<file path="src/rtl/hs_pwm_pkg.sv">
// Shared constants and types for the PWM burst bank: config field addresses,
// channel FSM states and the config legality rule.
package hs_pwm_pkg;

  localparam logic [1:0] ADDR_PERIOD = 2'd0;
  localparam logic [1:0] ADDR_HIGH   = 2'd1;
  localparam logic [1:0] ADDR_PULSES = 2'd2;
  localparam logic [1:0] ADDR_DELAY  = 2'd3;

  typedef enum logic [1:0] {
    ST_IDLE  = 2'd0,
    ST_DELAY = 2'd1,
    ST_RUN   = 2'd2
  } pwm_state_e;

  // A period needs a rising and a falling edge inside it.
  function automatic logic cfg_legal(input logic [31:0] per, input logic [31:0] hi);
    return (per >= 32'd2) && (hi >= 32'd1) && (hi < per);
  endfunction

endpackage

</file>
<file path="src/rtl/hs_pwm_bank_if.sv">
// Config write bus from the UART register mapper into the PWM bank.
interface hs_pwm_bank_if #(
  parameter int CNT_W = 17,
  parameter int CH_W  = 3
);
  logic             cfg_wr;
  logic [CH_W-1:0]  cfg_ch;
  logic [1:0]       cfg_addr;
  logic [CNT_W-1:0] cfg_data;

  modport master (output cfg_wr, cfg_ch, cfg_addr, cfg_data);
  modport slave  (input  cfg_wr, cfg_ch, cfg_addr, cfg_data);
endinterface

</file>
<file path="src/rtl/hs_pwm_channel.sv">
// One PWM burst channel: config registers, IDLE/DELAY/RUN FSM, counters and
// registered status. Active copies of the config decouple writes from a running burst.
module hs_pwm_channel
  import hs_pwm_pkg::*;
#(
  parameter int   CNT_W    = 17,
  parameter int   PN_W     = 8,
  parameter logic IDLE_LVL = 1'b0
) (
  input  logic             sys_clk,
  input  logic             sys_rst,
  input  logic             wr_i,
  input  logic [1:0]       addr_i,
  input  logic [CNT_W-1:0] data_i,
  input  logic             start_i,
  input  logic             stop_i,
  output logic             pwm_o,
  output logic             busy_o,
  output logic             valid_o,
  output logic             done_o
);

  logic [CNT_W-1:0] period_q, period_d, high_q, high_d, delay_q, delay_d;
  logic [PN_W-1:0]  pulses_q, pulses_d;
  logic             valid_q;

  pwm_state_e       state_q;
  logic [CNT_W-1:0] per_act_q, high_act_q, dly_q, phase_q;
  logic [PN_W-1:0]  pn_act_q, pcnt_q, pcnt_nxt;
  logic             out_q, busy_q, done_q;

  always_comb begin
    period_d = period_q;
    high_d   = high_q;
    pulses_d = pulses_q;
    delay_d  = delay_q;
    if (wr_i) begin
      case (addr_i)
        ADDR_PERIOD: period_d = data_i;
        ADDR_HIGH:   high_d   = data_i;
        ADDR_PULSES: pulses_d = data_i[PN_W-1:0];
        default:     delay_d  = data_i;
      endcase
    end
  end

  // Legality is judged on the post-write values so it tracks the write by one cycle.
  always_ff @(posedge sys_clk) begin
    if (sys_rst) begin
      period_q <= '0;
      high_q   <= '0;
      pulses_q <= '0;
      delay_q  <= '0;
      valid_q  <= 1'b0;
    end else begin
      period_q <= period_d;
      high_q   <= high_d;
      pulses_q <= pulses_d;
      delay_q  <= delay_d;
      valid_q  <= cfg_legal(32'(period_d), 32'(high_d));
    end
  end

  assign pcnt_nxt = pcnt_q + 1'b1;

  // pwm_out lags the phase counter by one register, so a stop or burst end
  // forces IDLE_LVL on the same edge that the state leaves RUN.
  always_ff @(posedge sys_clk) begin
    if (sys_rst) begin
      state_q    <= ST_IDLE;
      per_act_q  <= '0;
      high_act_q <= '0;
      pn_act_q   <= '0;
      dly_q      <= '0;
      phase_q    <= '0;
      pcnt_q     <= '0;
      out_q      <= IDLE_LVL;
      busy_q     <= 1'b0;
      done_q     <= 1'b0;
    end else begin
      done_q <= 1'b0;
      out_q  <= IDLE_LVL;
      case (state_q)
        ST_IDLE: begin
          if (start_i && valid_q && !stop_i) begin
            per_act_q  <= period_q;
            high_act_q <= high_q;
            pn_act_q   <= pulses_q;
            dly_q      <= delay_q;
            pcnt_q     <= '0;
            phase_q    <= '0;
            busy_q     <= 1'b1;
            state_q    <= (delay_q != '0) ? ST_DELAY : ST_RUN;
          end
        end
        ST_DELAY: begin
          if (stop_i) begin
            state_q <= ST_IDLE;
            busy_q  <= 1'b0;
          end else if (dly_q == CNT_W'(1)) begin
            state_q <= ST_RUN;
            phase_q <= '0;
          end else begin
            dly_q <= dly_q - 1'b1;
          end
        end
        ST_RUN: begin
          if (stop_i) begin
            state_q <= ST_IDLE;
            busy_q  <= 1'b0;
          end else begin
            out_q <= (phase_q < high_act_q) ? ~IDLE_LVL : IDLE_LVL;
            if (phase_q == per_act_q - 1'b1) begin
              phase_q <= '0;
              pcnt_q  <= pcnt_nxt;
              if (pn_act_q != '0 && pcnt_nxt == pn_act_q) begin
                state_q <= ST_IDLE;
                busy_q  <= 1'b0;
                done_q  <= 1'b1;
              end else if (pn_act_q == '0 && valid_q) begin
                // Continuous mode: duty/period change only at the period boundary.
                per_act_q  <= period_q;
                high_act_q <= high_q;
              end
            end else begin
              phase_q <= phase_q + 1'b1;
            end
          end
        end
        default: begin
          state_q <= ST_IDLE;
          busy_q  <= 1'b0;
        end
      endcase
    end
  end

  assign pwm_o   = out_q;
  assign busy_o  = busy_q;
  assign valid_o = valid_q;
  assign done_o  = done_q;

endmodule

</file>
<file path="src/rtl/hs_pwm_bank.sv">
// N-channel PWM burst bank: decodes config writes to a one-hot channel strobe
// and gathers per-channel status into the output buses.
module hs_pwm_bank
  import hs_pwm_pkg::*;
#(
  parameter int   NUM_CH   = 7,
  parameter int   CNT_W    = 17,
  parameter int   PN_W     = 8,
  parameter int   CH_W     = 3,
  parameter logic IDLE_LVL = 1'b0
) (
  input  logic              sys_clk,
  input  logic              sys_rst,
  hs_pwm_bank_if.slave      cfg,
  input  logic [NUM_CH-1:0] start,
  input  logic [NUM_CH-1:0] stop,
  output logic [NUM_CH-1:0] pwm_out,
  output logic [NUM_CH-1:0] pwm_busy,
  output logic [NUM_CH-1:0] pwm_valid,
  output logic [NUM_CH-1:0] burst_done
);

  logic [NUM_CH-1:0] wr_oh;

  // Out-of-range channel indices match no bit and are dropped.
  always_comb begin
    wr_oh = '0;
    for (int i = 0; i < NUM_CH; i++) begin
      wr_oh[i] = cfg.cfg_wr && (cfg.cfg_ch == CH_W'(i));
    end
  end

  for (genvar g = 0; g < NUM_CH; g++) begin : g_ch
    hs_pwm_channel #(
      .CNT_W    (CNT_W),
      .PN_W     (PN_W),
      .IDLE_LVL (IDLE_LVL)
    ) u_ch (
      .sys_clk (sys_clk),
      .sys_rst (sys_rst),
      .wr_i    (wr_oh[g]),
      .addr_i  (cfg.cfg_addr),
      .data_i  (cfg.cfg_data),
      .start_i (start[g]),
      .stop_i  (stop[g]),
      .pwm_o   (pwm_out[g]),
      .busy_o  (pwm_busy[g]),
      .valid_o (pwm_valid[g]),
      .done_o  (burst_done[g])
    );
  end

endmodule

</file>
<file path="src/flat_wrapper.sv">
// flat-port wrapper written by rule: the top's interface ports become plain ports
module hs_pwm_bank_flat import hs_pwm_pkg::*;
#(
  parameter int   NUM_CH   = 7,
  parameter int   CNT_W    = 17,
  parameter int   PN_W     = 8,
  parameter int   CH_W     = 3,
  parameter logic IDLE_LVL = 1'b0
)
  (sys_clk, sys_rst, start, stop, pwm_out, pwm_busy, pwm_valid, burst_done, cfg_cfg_wr, cfg_cfg_ch, cfg_cfg_addr, cfg_cfg_data);
  hs_pwm_bank_if #(.CNT_W(CNT_W), .CH_W(CH_W)) cfg_i ();
  input  logic sys_clk;
  input  logic sys_rst;
  input  logic [NUM_CH-1:0] start;
  input  logic [NUM_CH-1:0] stop;
  output logic [NUM_CH-1:0] pwm_out;
  output logic [NUM_CH-1:0] pwm_busy;
  output logic [NUM_CH-1:0] pwm_valid;
  output logic [NUM_CH-1:0] burst_done;
  input wire logic [$bits(cfg_i.cfg_wr)-1:0] cfg_cfg_wr;
  input wire logic [$bits(cfg_i.cfg_ch)-1:0] cfg_cfg_ch;
  input wire logic [$bits(cfg_i.cfg_addr)-1:0] cfg_cfg_addr;
  input wire logic [$bits(cfg_i.cfg_data)-1:0] cfg_cfg_data;
  assign cfg_i.cfg_wr = cfg_cfg_wr;
  assign cfg_i.cfg_ch = cfg_cfg_ch;
  assign cfg_i.cfg_addr = cfg_cfg_addr;
  assign cfg_i.cfg_data = cfg_cfg_data;
  hs_pwm_bank #(.NUM_CH(NUM_CH), .CNT_W(CNT_W), .PN_W(PN_W), .CH_W(CH_W), .IDLE_LVL(IDLE_LVL)) u_core (.sys_clk(sys_clk), .sys_rst(sys_rst), .cfg(cfg_i), .start(start), .stop(stop), .pwm_out(pwm_out), .pwm_busy(pwm_busy), .pwm_valid(pwm_valid), .burst_done(burst_done));
endmodule
</file>
<file path="config.mk">
export PLATFORM = sky130hd
export DESIGN_NAME = hs_pwm_bank_flat
export DESIGN_NICKNAME = d
export VERILOG_FILES = /design/src/rtl/hs_pwm_pkg.sv /design/src/rtl/hs_pwm_bank_if.sv /design/src/rtl/hs_pwm_channel.sv /design/src/rtl/hs_pwm_bank.sv /design/src/flat_wrapper.sv
export SDC_FILE = /design/constraint.sdc
export NUM_CORES = 2
export LEC_CHECK = 0
export ABC_AREA = 1
export ABC_CLOCK_PERIOD_IN_PS = 2340
export CAP_MARGIN = 25
export CORE_ASPECT_RATIO = 2
export CORE_MARGIN = 2
export CORE_UTILIZATION = 35
export DETAILED_ROUTE_END_ITERATION = 10
export GPL_TIMING_DRIVEN = 0
export PLACE_DENSITY = 0.5
export SETUP_SLACK_MARGIN = 0.02
export SKIP_LAST_GASP = 1
export SLEW_MARGIN = 20
export SYNTH_ARGS = -nofsm -noshare
export SYNTH_HDL_FRONTEND = slang
export SYNTH_SLANG_ARGS = --single-unit
</file>
<file path="constraint.sdc">
create_clock -name sys_clk -period 2.34 [get_ports sys_clk]
set_clock_uncertainty 0.1 [all_clocks]
set_input_delay 0.234 -clock sys_clk [delete_from_list [all_inputs] [get_ports sys_clk]]
set_output_delay 0.234 -clock sys_clk [all_outputs]
set_load 0.05 [all_outputs]
</file>
==> results.txt <==
Layout cell share with drive strength beyond 1 = 17.8%
# setup viols final = 413
Clock-pin slew on the worst setup and hold paths = 70 ps
DR pass1 iterations = 8
Ys async rst share = 0%
Routed vias = 58000
Mean Syn Cell Area = 6.72 µm²
Setup WS pre-CTS = -2340 ps
Data required time of the worst path = 2840 ps
Violated checks = negative setup slack
Die ar. = 0.165 mm²
Yosys top cell area share = 36.9%
P_sw = 17.8 mW
Starting Density = 35.2%
Global Route met2 Usage = 55.0%
Largest net degree at the start of global routing = 16
CP Max Fanout = 8
WL final = 247000 µm
Num CTS Buffers = 105
Initial antenna violation count = 15
Hold_sp = cfg_cfg_data[1]
Met3 Use GR = 4.20%
Yosys top cell by area = dfxtp_1
Synth cell types = 61
RSZ-0062 raised after global routing = yes
Drt wl/cell = 22.4 µm
Hold Vio Cnt, Final = 0
Post-synthesis register bit count = 1043
Max_slew headroom = 19.4%
Gate power share = 27.5%
Die X = 288 µm
Cell Int Power = 34.0 mW
Synth-to-Final Area Change = 26.8%
Grt ovf = 0
Clock Latency Late Sink = 740 ps
Number of global-route vias before repair = 57200
Max Freq = 374 MHz
Top FF cell, synth = dfxtp_1
H-tree depth = 3
Final-stage net count = 9147
Final GP Congestion = 0.955
CP Capture Type = flop
Startpoint Class = input pin
Max clock buf depth = 3
Switching share of power = 34.4%
Synth Instances = 8416
Critical path class = input pin to flop
Crit path time final = 2680 ps
Max-slew violations = 0
GR Util met1 = 27.3%
EDFF count, synth = 0
CTS tree = done
Root Buffer = clkbuf_16
Crit path launch = cfg_cfg_data[9]
DRC = 0
Post-DP Area = 0.0602 mm²
Pwr dens = 723 mW/mm²
IO Port Bufs = 65
RR Startpoint = u_core.g_ch[4].u_ch.per_act_q[0]
First-pass GRT wire length = 356000 µm
Io pins = 67
Sequential share of power = 37.3%
Most used routing layer = met2
Core area = 0.161 mm²
Initial drt markers = 3698
Syn Nets = 8714
Seq/Total Area, Yosys = 36.9%
Vias per inst = 5.26
Synth top area cells = dfxtp_1 37%, nand2_1 12%, nor2_1 10%
Peak supply drop = 0.584 mV
Post-DP HPWL = 190000 µm
Die Span Y = 572 µm
GR Util All Layers = 29.2%
Clk pwr share = 35.2%
Tcrit/Tclk final = 114%
LEAKAGE = 32.4 nW
Arrival @ worst endpoint = 3180 ps
Syn. warnings = 0
Mapped Area = 0.0565 mm²
Maxcap violations = 0
Hold WC Path Type = input pin to flop
Run status = complete, but fails checks
CTS sink cnt = 1043
Post-route cell area = 0.0717 mm²
Worst Tran Pin Value = 1210 ps
Post-route ant nets = 0
Rows = 208
Final worst slack = -335 ps
==> cell type report <==
class,count,area (µm²)
inverter,990,3810
buffer,346,2440
clock inverter,44,562
sequential,1043,20900
multi-input combinational,6032,34600
clock buffer,145,3030
timing repair buffer,331,3680
tap,2100,2630
antenna,8,20.0
fill,16400,88900
==> synth_stat cells (all sizes together), types with 106 or more instances <==
library cell / count
nand2: 1835
nor2: 1557
dfxtp: 1043
inv: 984
a21oi: 508
nand3: 435
o21ai: 419
ha: 259
o22ai: 226
clkbuf: 221
nand4: 169
xor2: 164
buf: 131
nor3: 106
==> layout by cell type, fill, tap and decap left out, types with 139 or more instances in the layout <==
cell         n
ha_1       243
nor2_1    1201
nand2_1   1574
clkbuf_1   165
xor2_1     161
nand4_1    168
nand2_2    171
o21ai_0    371
buf_4      184
o22ai_1    168
inv_1      920
nor2_4     217
a21oi_1    494
dfxtp_1   1003
nor2_2     139
nand3_1    394
==> registers in the layout, indices dropped and copies added, names as in the netlist, 14 cells and up <==
signal                       count
u_core.g_ch.u_ch.pulses_q       56
u_core.g_ch.u_ch.per_act_q     119
u_core.g_ch.u_ch.dly_q         119
u_core.g_ch.u_ch.period_q      119
u_core.g_ch.u_ch.pn_act_q       56
u_core.g_ch.u_ch.delay_q       119
u_core.g_ch.u_ch.high_act_q    119
u_core.g_ch.u_ch.pcnt_q         56
u_core.g_ch.u_ch.state_q        14
u_core.g_ch.u_ch.phase_q       119
u_core.g_ch.u_ch.high_q        119
==> critical path, cell delays in order <==
cell             delay (ps)
clkdlybuf4s15_2         480
inv_1                   240
nand2_2                 440
o22ai_1                 600
inv_1                    90
ha_1                    210
a21oi_1                 130
nor2_1                   60
a211oi_1                230
a21oi_1                 140
nor3_2                  300
==> routing by layer <==
metal  part of all wire, %  vias up
met1                    33    27300
li1                      -    28200
met2                    52     1743
met5                 0.024        -
met4                    10        8
met3                   4.4      791
==> metrics by stage <==
| stage | hold slack [ps] | cells | utilization, % | power, mW | setup TNS, ps |
|---|---|---|---|---|---|
| after floorplan | 276 | 8416 | - | 27.3 | -21.1 |
| after global routing | 70.4 | 11000 | 44.6 | 54.1 | -123320 |
| final | 65.6 | 11000 | 44.6 | 51.8 | -57590 |
| after global placement | 348 | 10600 | 37.3 | 30.8 | -1250580 |
| after CTS | 3.49 | 11000 | 43.5 | 51.1 | -53430 |
| after detailed placement | 352 | 10600 | 37.5 | 30.9 | -807230 |
==> what timing repair did <==
| item | CTS | global route |
|---|---|---|
| hold buffers | 5 | 0 |
| pin swaps | 196 | 199 |
| cloned | 36 | 4 |
| endpoints found under the setup margin | 913 | 532 |
| buffers inserted | 158 | 54 |
| endpoints found under the hold margin | 5 | 0 |
| gates resized for setup | 1216 | 453 |
==> power by group through the flow <==
stage | Combinational, mW | Clock (mW) | Sequential [mW]
4_1_cts | 13.3 | 18.5 | 19.2
5_1_grt | 15.6 | 19.1 | 19.4
6_report | 14.2 | 18.2 | 19.3
2_1_floorplan | 7.95 | 0 | 19.3
3_5_place_dp | 11.3 | 0 | 19.6
3_3_place_gp | 11.2 | 0 | 19.6
==> logic make-up after synthesis <==
logic type,Yosys count,synth area share [%]
flops,1043,36.9
xor+xnor,224,3.47
compound gates,1326,13.1
simple gates,4222,31.2
buf+inv,1342,9.56
fa+ha+maj,259,5.73
==> final timing paths <==
kind / cells past startpoint / endpoint / slack, ps
worst max-delay path: 11 / u_core.g_ch[3].u_ch.valid_o / -340
worst min-delay path: 3 / u_core.g_ch[6].u_ch.delay_q[1] / 70
worst max register to register: 17 / u_core.g_ch[4].u_ch.per_act_q[16] / -270
worst min register to register: 2 / u_core.g_ch[0].u_ch.pulses_q[4] / 360
Power figures use the tool's default switching activity.
